===== src/rtl/pulse_sequencer.sv =====
// pulse_sequencer: programmable on/off waveform generator with a repeat count.
// A host starts a run with start; busy covers the ON/OFF phases and done
// pulses for one cycle when all periods have completed. abort cancels a run
// without a done pulse.
module pulse_sequencer #(
  parameter int CNT_W = 20,
  parameter int REP_W = 8
) (
  input  logic             clk,
  input  logic             rst_n,
  input  logic             start,
  input  logic [CNT_W-1:0] on_len,
  input  logic [CNT_W-1:0] off_len,
  input  logic [REP_W-1:0] reps,
  input  logic             abort,
  output logic             out,
  output logic             busy,
  output logic             done,
  output logic [REP_W-1:0] rep_cnt
);

  typedef enum logic [1:0] {
    S_IDLE,
    S_ON,
    S_OFF,
    S_DONE
  } state_t;

  state_t           state_q, state_d;
  logic [CNT_W-1:0] cnt_q, cnt_d;
  logic [CNT_W-1:0] on_len_q, on_len_d;
  logic [CNT_W-1:0] off_len_q, off_len_d;
  logic [REP_W-1:0] reps_q, reps_d;
  logic [REP_W-1:0] rep_cnt_q, rep_cnt_d;
  logic             out_q, out_d;
  logic             busy_q, busy_d;
  logic             done_q, done_d;
  logic [REP_W-1:0] rep_inc;
  logic             last_rep;

  // Next-state, counter and registered-output computation.
  always_comb begin
    state_d   = state_q;
    cnt_d     = cnt_q;
    on_len_d  = on_len_q;
    off_len_d = off_len_q;
    reps_d    = reps_q;
    rep_cnt_d = rep_cnt_q;
    // rep_cnt never exceeds reps-1 while a period is running, so this
    // increment cannot overflow even when reps is all ones.
    rep_inc   = rep_cnt_q + REP_W'(1);
    last_rep  = (rep_inc == reps_q);

    unique case (state_q)
      S_IDLE: begin
        if (start) begin
          on_len_d  = on_len;
          off_len_d = off_len;
          reps_d    = reps;
          rep_cnt_d = '0;
          cnt_d     = '0;
          if (on_len == '0 || reps == '0) begin
            state_d = S_DONE;
          end else begin
            state_d = S_ON;
            cnt_d   = CNT_W'(1);
          end
        end
      end
      S_ON: begin
        if (cnt_q == on_len_q) begin
          cnt_d = CNT_W'(1);
          if (off_len_q != '0) begin
            state_d = S_OFF;
          end else begin
            // No low phase: the period ends here and ON restarts seamlessly.
            rep_cnt_d = rep_inc;
            if (last_rep) begin
              state_d = S_DONE;
              cnt_d   = '0;
            end
          end
        end else begin
          cnt_d = cnt_q + CNT_W'(1);
        end
      end
      S_OFF: begin
        if (cnt_q == off_len_q) begin
          rep_cnt_d = rep_inc;
          cnt_d     = CNT_W'(1);
          if (last_rep) begin
            state_d = S_DONE;
            cnt_d   = '0;
          end else begin
            state_d = S_ON;
          end
        end else begin
          cnt_d = cnt_q + CNT_W'(1);
        end
      end
      S_DONE: begin
        // start is deliberately ignored here; the earliest accepted start is
        // sampled on the edge after done drops.
        state_d = S_IDLE;
        cnt_d   = '0;
      end
      default: begin
        state_d = S_IDLE;
        cnt_d   = '0;
      end
    endcase

    // abort overrides everything, including a coincident start in IDLE:
    // the latched config and rep_cnt keep their previous values.
    if (abort) begin
      state_d   = S_IDLE;
      cnt_d     = '0;
      on_len_d  = on_len_q;
      off_len_d = off_len_q;
      reps_d    = reps_q;
      rep_cnt_d = rep_cnt_q;
    end

    out_d  = (state_d == S_ON);
    busy_d = (state_d == S_ON) || (state_d == S_OFF);
    done_d = (state_d == S_DONE);
  end

  // State, counters, latched config and registered outputs.
  always_ff @(posedge clk or negedge rst_n) begin
    if (!rst_n) begin
      state_q   <= S_IDLE;
      cnt_q     <= '0;
      on_len_q  <= '0;
      off_len_q <= '0;
      reps_q    <= '0;
      rep_cnt_q <= '0;
      out_q     <= 1'b0;
      busy_q    <= 1'b0;
      done_q    <= 1'b0;
    end else begin
      state_q   <= state_d;
      cnt_q     <= cnt_d;
      on_len_q  <= on_len_d;
      off_len_q <= off_len_d;
      reps_q    <= reps_d;
      rep_cnt_q <= rep_cnt_d;
      out_q     <= out_d;
      busy_q    <= busy_d;
      done_q    <= done_d;
    end
  end

  assign out     = out_q;
  assign busy    = busy_q;
  assign done    = done_q;
  assign rep_cnt = rep_cnt_q;

endmodule


===== config.mk =====
export PLATFORM = sky130hd
export DESIGN_NAME = pulse_sequencer
export DESIGN_NICKNAME = d
export VERILOG_FILES = /design/src/rtl/pulse_sequencer.sv
export SDC_FILE = /design/constraint.sdc
export NUM_CORES = 1
export LEC_CHECK = 0
export ABC_AREA = 1
export CAP_MARGIN = 10
export CORE_MARGIN = 4
export CORE_UTILIZATION = 46
export DETAILED_ROUTE_END_ITERATION = 12
export GPL_ROUTABILITY_DRIVEN = 0
export PLACE_DENSITY = 0.68
export SKIP_CTS_REPAIR_TIMING = 1
export SLEW_MARGIN = 20
export SYNTH_ARGS = -nofsm -noshare
export SYNTH_HDL_FRONTEND = slang
export SYNTH_SLANG_ARGS = --single-unit

===== constraint.sdc =====
create_clock -name clk -period 2.8 [get_ports clk]
set_clock_uncertainty 0.2 [all_clocks]
set_input_delay 0.56 -clock clk [delete_from_list [all_inputs] [get_ports clk]]
set_output_delay 0.56 -clock clk [all_outputs]
set_load 0.01 [all_outputs]

# Yosys cells after proc, flatten, opt, wreduce, memory -nomap -nowiden
# Cells that the tools add are included.
# classes
bitwise	1
n_eq_ne	14
n_mux	22
addsub	2
reduce_logical	9
# ops
cell	count
20-bit two-way mux	4
20-bit case mux with 4 select lines	1
20-bit equality test	2
8-bit two-way mux	4
8-bit case mux with 3 select lines	1
20-bit by 1-bit adder with 20-bit output, second input constant	1
20-bit zero test	1
20-bit nonzero test	1
2-bit two-way mux	8
8-bit by 1-bit adder with 8-bit output, second input constant	1
2-bit equality test, second input constant	4
8-bit equality test	1
8-bit zero test	1
2-bit != test, second input constant	4
2-bit case mux with 4 select lines	1
6-bit AND reduction	1
2-bit by 1-bit equality test with 1-bit output, second input constant	2
1-bit two-way mux	3
3-bit != test, second input constant	1
3-bit AND reduction	1
3-bit nonzero test	1
2-bit zero test	1
1-bit logical OR	2
1-bit inverter	1
# word_totals
inputBits	52
elab_cells	57
ff_bits	81
out_inout_bits	11

# Logic depth before layout (Yosys ltp)
# Gate-level depths: netlist of run 1.
# logic_depth
word_depth	9
ltp_mapped	17
mapped_depth_nobuf	16

# Worst setup path after synthesis of run 1
# OpenSTA, ideal clock, no wires.
# synth_timing
kind	reg2reg
startpoint	reg rep_cnt_q[0] (netlist: rep_cnt[0])
endpoint	reg busy_q (netlist: busy)
path_stages_with_launch	13
period_less_slack_ps	2306
n_path_buf	0
setup_slack_ps	494
setup_time_ps	63
arrival_ps	2043
required_ps	2537
path_cell_list	dfrtp_1 > ha_1 > nand3_2 > o21bai_1 > and2_1 > nor2_1 > nor2_1 > nand4_1 > nand2_1 > nand3_1 > a21oi_1 > ha_1 > inv_1
# synth_between
elab_chain_cells	9
word_cells_on_any_way	12
classes_between	add/sub: 1; eq/ne: 3; mux: 7; reduce/logical: 1
# synth_rtl
element	line	text
start, declared	34	logic [REP_W-1:0] rep_cnt_q, rep_cnt_d;
start signal, assigned	147	rep_cnt_q <= rep_cnt_d;
8-bit by 1-bit adder with 8-bit output (*)	51	rep_inc = rep_cnt_q + REP_W'(1);
8-bit equality test (*)	52	last_rep = (rep_inc == reps_q);
2-bit two-way mux (*)	78	if (last_rep) begin
2-bit two-way mux (*)	73	if (off_len_q != '0) begin
2-bit two-way mux (*)	71	if (cnt_q == on_len_q) begin
2-bit case mux with 4 select lines (*)	54	unique case (state_q)
2-bit two-way mux (*)	115	if (abort) begin
via state_d[0]	29	state_t state_q, state_d;
2-bit by 1-bit equality test with 1-bit output / 2-bit equality test (equally long branches)	125	busy_d = (state_d == S_ON) || (state_d == S_OFF);
1-bit logical OR (*)	125	
via busy_d	36	logic busy_q, busy_d;
end signal, assigned	149	busy_q <= busy_d;
end, declared	36	
# Mark *: on every way through the listed nets, which the timed path passes. The rest lies on a longest branch.
# A chain may end at the register's enable or synchronous reset.

# Worst setup path in the final report of run 1
# Ends and elaborated chain as after synthesis.

==> results_dict.tcl, run 1 <==
set metrics [dict create \
    globalRouteOverflowTotal 0 \
    drive_gt1_share_pct 13.4 \
    synth_cell_types 39 \
    worst_ep_required_time_ps 2900 \
    worst_r2r_endpoint "busy" \
    dieArea_sq_um 12200 \
    synth_sequential_area_ratio_pct 42.1 \
    vdd.ir_drop.worst_uv 280 \
    place_ws_ps 190 \
    fin_nets 758 \
    critical-path-max-stage-delay_ps 430 \
    initial_utilization_pct 46.8 \
    clock_tree_from_tritoncts "done" \
    timing.final.ws_setup_ps 256 \
    final_cell_mix "sky130_fd_sc_hd__nand2_1 (172), sky130_fd_sc_hd__dfrtp_1 (80), sky130_fd_sc_hd__nor2_1 (76), sky130_fd_sc_hd__inv_1 (75), sky130_fd_sc_hd__clkdlybuf4s50_1 (61)" \
    global_route_wire_length_before_repair_um 18300 \
    setup.worst_path.class "flip-flop to flip-flop" \
    maxCapViolations 0 \
    cp.depth 14 \
    ys_dominant_reg_cell "sky130_fd_sc_hd__dfrtp_1" \
    synth_area_per_cell_sq_um 7.62 \
    setup_repair_after_global_routing_missed_its_margin "false" \
    startpoint_type "flip-flop" \
    dp_hpwl_um 8320 \
    antenna_cells 0 \
    setup-tns-final_ps 0 \
    yosys.area_share.simple_pct 30.3 \
    ys_warn_count 0 \
    finalInstanceArea_sq_um 5840 \
    ant_nets 0 \
    regToRegStartpoint "rep_cnt[0]" \
    timing.final.crit_share_pct 90.9 \
    worst-path-buf-inv 2 \
    route.detailed.drc 0 \
    detailed_place.area_sq_um 5620 \
    vias 4204 \
    crit_path_cell_trace "ha_2 -> inv_1 -> nand2_1 -> nand2_1 -> xnor2_1 -> nor2_1 -> nand3_1 -> nor2_1 -> nand4_1 -> nand2_1 -> nand3_1 -> a21oi_1 -> ha_1 -> inv_1" \
    path_max_fanout 6 \
    hold_end "on_len_q[3]" \
    port_buffers 62 \
    worst_setup_path_end_kind "flip-flop" \
    grtUsageTotal_pct 19.3 \
    hold_path_class "flip-flop to flip-flop" \
    vias_per_cell 5.01 \
    mostFrequentLayoutCell "sky130_fd_sc_hd__nand2_1" \
    critPathTopFamily "simple AND/OR/NAND/NOR gates" \
    power.density_nw_per_um2 680 \
    min_delay_path_depth 2 \
    tightest_slew_ps 570 \
    synth-seq-cells 81 \
    r2r.worst_path.cells 14 \
    number_of_synthesized_flops_with_an_enable_pin 0 \
    report.final.setup_viol 0 \
    clk_latency_ps 360 \
    first_global_vias 4069 \
    synth.mux.area_fraction_pct 3.51 \
    dr.first_iter.drc_count 197 \
    die-height_um 110 \
    synth.net_count 691 \
    drtPass1Iterations 5 \
    slew_violations 0 \
    combinational_family_with_the_most_area_after_synthesis "simple AND/OR/NAND/NOR gates" \
    cts.root.buffer_cell "sky130_fd_sc_hd__clkbuf_8" \
    h_tree_levels 3 \
    tritoncts_num_sinks 81 \
    critPathSlowestCell "sky130_fd_sc_hd__dfrtp_2" \
    critPathArrivalTime_ps 2640 \
    slew_headroom_pct 61.8 \
    routedWlPerCell_um 13.1 \
    cts_max_path_buffers 2 \
    reg_clk_slew_reported_paths_ps 80 \
    compound_gate_fraction_of_synth_area_pct 8.58 \
    io_pins 63 \
    initial_antenna_violation_count 0 \
    total_clock_buffers_created_by_cts 9 \
    crit_top_cell "sky130_fd_sc_hd__nand2_1" \
    area_of_the_placeable_core_sq_um 10300 \
    status "complete, no violations" \
    power.static_leakage_nw 2.71 \
    xor_and_xnor_fraction_of_the_mapped_netlist_area_pct 4.55 \
    max_freq_mhz 393 \
    grt_start_max_net_pins 65 \
    die_width_um 110 \
    synth_async_sr_flop_share_pct 100 \
    r2r_slack_ps 260 \
    final-hold-violation-count 0 \
    rows 37 \
    min_period_ps 2540 \
    worstHoldStart "on_len_q[3]" \
    synth_area_sq_um 4810 \
    drt-total-wl_um 11000 \
    synthesis.instances 631 \
    post_synth_fa_ha_maj_area_fraction_pct 2.08 \
    areaGrowthSynthToFinish_pct 21.4 \
]
-- final cells by class --
type                       instances  area [sq um]
tap                              136           170
timing repair buffer              71           726
clock inverter                     2          35.0
clock buffer                      14           173
multi-input combinational        445          2360
sequential                        81          2030
fill                             998          4440
inverter                          90           343
-- where the power goes --
part,total (mW),internal (mW),switching (mW)
clock,0.918,0.485,0.432
sequential,1.74,1.49,0.250
combinational,1.31,0.588,0.718
total,3.97,2.57,1.40
-- sequential cells by signal, indices dropped and copies added (netlist names) --
name and cells:
busy 1, cnt_q 20, done 1, off_len_q 20, on_len_q 20, out 1, rep_cnt 8, reps_q 8
state_q 2
-- kinds of logic after synthesis --
group                      Yosys count
and+or+nand+nor                    329
buffers and inverters              105
AOI/OAI and AO/OA                   68
xor gates and xnor gates            25
adders and majority gates            8
DFF                                 81
muxes                               15
-- worst max-delay path by stage --
stage / startpoint / to / slack, ps
after floorplan: rep_cnt[0] / busy / 490
after global placement: on_len[9] / busy / 210
after detailed placement: rep_cnt[0] / busy / 190
after CTS: rep_cnt[0] / busy / 180
after global routing: rep_cnt[1] / busy / 10
final: rep_cnt[0] / busy / 260
-- cell usage after synthesis, drive strengths merged (7+ instances only) --
library cell,instances,area [sq um]
nand2,180,701
inv,89,334
xnor2,11,96.3
o21ai,23,145
xor2,14,123
buf,7,53.8
nor2,86,363
dfrtp,81,2030
a21oi,36,184
ha,8,100
mux2,15,169
nand4,11,68.8
nor4,7,43.8
clkbuf,8,30.0
nand3,34,200
nor3,9,66.3
-- metrics by stage --
step	hold slack [ps]	power, mW	util (%)	cells
final	320	3.97	56.8	839
after global routing	345	4.27	56.8	839
after CTS	-140	4.00	56.7	838
after detailed placement	254	3.08	54.7	822
after global placement	251	3.02	54.7	822
after floorplan	64.4	2.66	-	631
-- per-layer routing --
| layer | GRT usage (%) | share of wire, % | up-vias |
|---|---|---|---|
| met5 | 0 | 0 | - |
| met4 | 6.86 | 1.8 | 0 |
| met3 | 3.49 | 4.5 | 16 |
| met2 | 33.4 | 50 | 76 |
| met1 | 24.0 | 43 | 1982 |
| li1 | - | - | 2130 |
-- worst reg2reg max path: stages, from the launching register on --
cell                      delay (ps)
sky130_fd_sc_hd__dfrtp_2         430
sky130_fd_sc_hd__ha_2            250
sky130_fd_sc_hd__inv_1            50
sky130_fd_sc_hd__nand2_1          80
sky130_fd_sc_hd__nand2_1          80
sky130_fd_sc_hd__xnor2_1         120
sky130_fd_sc_hd__nor2_1          150
sky130_fd_sc_hd__nand3_1          90
sky130_fd_sc_hd__nor2_1          160
sky130_fd_sc_hd__nand4_1         140
sky130_fd_sc_hd__nand2_1          90
sky130_fd_sc_hd__nand3_1          70
sky130_fd_sc_hd__a21oi_1         240
sky130_fd_sc_hd__ha_1            280
sky130_fd_sc_hd__inv_1            50
Note: power is estimated with default switching activity, not from simulation.
==> inputs of run 2 (changes only) <==
--- a/config.mk
+++ b/config.mk
@@ -7,6 +7,7 @@
 export LEC_CHECK = 0
 export ABC_AREA = 1
 export CAP_MARGIN = 10
+export CORE_ASPECT_RATIO = 1.25
 export CORE_MARGIN = 4
 export CORE_UTILIZATION = 46
 export DETAILED_ROUTE_END_ITERATION = 12
==> results_dict.tcl, run 2 (synthesis results as in run 1) <==
set metrics [dict create \
    dp_hpwl_um 8310 \
    global_route_wire_length_before_repair_um 18600 \
    die_width_um 99.5 \
    globalRouteOverflowTotal 0 \
    grtUsageTotal_pct 19.1 \
    drtPass1Iterations 4 \
    maxCapViolations 0 \
    tritoncts_num_sinks 81 \
    timing.final.crit_share_pct 92.2 \
    regToRegStartpoint "rep_cnt[0]" \
    path_max_fanout 6 \
    setup-tns-final_ps 0 \
    crit_path_end "busy" \
    seq_power_share_pct 41.1 \
    tightest_slew_ps 601 \
    setup.worst_path.class "flip-flop to flip-flop" \
    crit_start "rep_cnt[0]" \
    power.static_leakage_nw 2.74 \
    io_pins 63 \
    slew_headroom_pct 59.6 \
    mostFrequentLayoutCell "sky130_fd_sc_hd__nand2_1" \
    areaGrowthSynthToFinish_pct 22.5 \
    grt_start_max_net_pins 74 \
    drt-total-wl_um 10900 \
    vias 4179 \
    final-hold-violation-count 0 \
    drive_gt1_share_pct 13.0 \
    cell_internal_pwr_mw 2.84 \
    net_switching_fraction_of_the_power_pct 33.2 \
    first_global_vias 4106 \
    vias_per_cell 5.04 \
    cts_max_path_buffers 2 \
    worst_r2r_endpoint "busy" \
    final_cell_mix "sky130_fd_sc_hd__nand2_1 (172), sky130_fd_sc_hd__dfrtp_1 (80), sky130_fd_sc_hd__nor2_1 (76), sky130_fd_sc_hd__inv_1 (75), sky130_fd_sc_hd__clkdlybuf4s50_1 (61)" \
    antenna_cells 0 \
    critPathArrivalTime_ps 2660 \
    port_buffers 62 \
    globalRouteMet1Util_pct 23.0 \
    max_freq_mhz 387 \
    clk_latency_ps 340 \
    net-switching-power_mw 1.41 \
    final.fill_count 939 \
    cts.root.buffer_cell "sky130_fd_sc_hd__clkbuf_16" \
    critPathSlowestCell "sky130_fd_sc_hd__dfrtp_2" \
    worst_setup_path_end_kind "flip-flop" \
    routedWlPerCell_um 13.2 \
    total_clock_buffers_created_by_cts 9 \
    worst_ep_required_time_ps 2880 \
    fin_hold_ws_ps 20.4 \
    setup_repair_after_global_routing_missed_its_margin "false" \
    dr.first_iter.drc_count 124 \
    critical-path-max-stage-delay_ps 450 \
    die-height_um 122 \
    place_ws_ps -85.3 \
    min_period_ps 2580 \
    initial_utilization_pct 47.4 \
    clock_tree_from_tritoncts "done" \
    rows 41 \
    power.clock.fraction_pct 28.7 \
    startpoint_type "flip-flop" \
    hold_path_class "input pin to asynchronous set/reset pin" \
    r2r.worst_path.cells 12 \
    dieArea_sq_um 12200 \
    initial_antenna_violation_count 0 \
    status "complete, no violations" \
    grt_util_met2_pct 33.0 \
    vdd.ir_drop.worst_uv 367 \
    area_of_the_placeable_core_sq_um 10200 \
    crit_path_cell_trace "ha_1 -> xnor2_1 -> nand2_1 -> nor2_1 -> nand3_1 -> nor2_1 -> nand4_1 -> nand2_1 -> nand3_1 -> a21oi_1 -> ha_1 -> inv_1" \
    combinationalPowerShare_pct 30.2 \
    reg_clk_slew_reported_paths_ps 60 \
    power.density_nw_per_um2 720 \
    route.detailed.drc 0 \
    ant_nets 0 \
    timing.final.ws_setup_ps 218 \
    h_tree_levels 3 \
    grt_busiest_layer "met2" \
    fin_nets 755 \
    slew_violations 0 \
    report.final.setup_viol 0 \
    reg_top3 "cnt_q: 20 flops, off_len_q: 20 flops, on_len_q: 20 flops" \
    r2r_slack_ps 220 \
    grt_util_met3_pct 3.41 \
]
==> run 2: cell types whose count changed in the layout (fill, tap and decap cells not counted), sizes merged <==
cell | before | now
buf | 9 | 7
dlygate4sd3 | 1 | 0
==> run 2: metrics by stage <==
stage,instance area (sq um),power (mW),std cells,util [%]
2_1_floorplan,4810,2.66,631,-
5_1_grt,5890,4.56,829,58.0
4_1_cts,5890,4.29,829,58.0
3_3_place_gp,5580,3.01,813,55.0
6_report,5890,4.24,829,58.0
3_5_place_dp,5580,3.05,813,55.0
==> run 2: metal layers <==
| layer | vias up | part of all wire, % |
|---|---|---|
| met5 | - | 0 |
| met4 | 0 | 3.1 |
| met3 | 28 | 3.9 |
| met2 | 98 | 51 |
| met1 | 1935 | 42 |
| li1 | 2118 | - |
==> run 2: area by class of cell <==
cell class,count,area (sq um),area share [%]
Inverter,90,343,5.82
Multi-Input combinational cell,445,2360,40.1
Tap cell,129,161,2.74
Clock buffer,14,274,4.65
Timing Repair Buffer,68,688,11.7
Clock inverter,2,35.0,0.595
Sequential cell,81,2030,34.4
==> run 2: worst min path at each step <==
| stage | endpoint | slack [ps] | depth (start not counted) |
|---|---|---|---|
| after floorplan | busy | 60 | 0 |
| after global placement | on_len_q[9] | 300 | 2 |
| after detailed placement | on_len_q[2] | 310 | 2 |
| after CTS | rep_cnt[2] | 30 | 1 |
| after global routing | rep_cnt[2] | 60 | 1 |
| final | rep_cnt[2] | 20 | 1 |
==> run 2: power by group through the flow <==
stage	combinational, mW	sequential [mW]	clock [mW]
after global placement	1.26	1.75	0
after detailed placement	1.29	1.76	0
after CTS	1.30	1.74	1.25
final	1.28	1.74	1.22
after floorplan	0.956	1.70	0
after global routing	1.46	1.79	1.30
==> run 2: worst max-delay path, delay by kind of cell, from the launching register on <==
family                     cells  cell delay [ps]
adders and majority gates      2              630
buffers and inverters          1               50
DFF                            1              450
and+or+nand+nor                7              770
xor gates and xnor gates       1              160
AOI/OAI and AO/OA              1              250
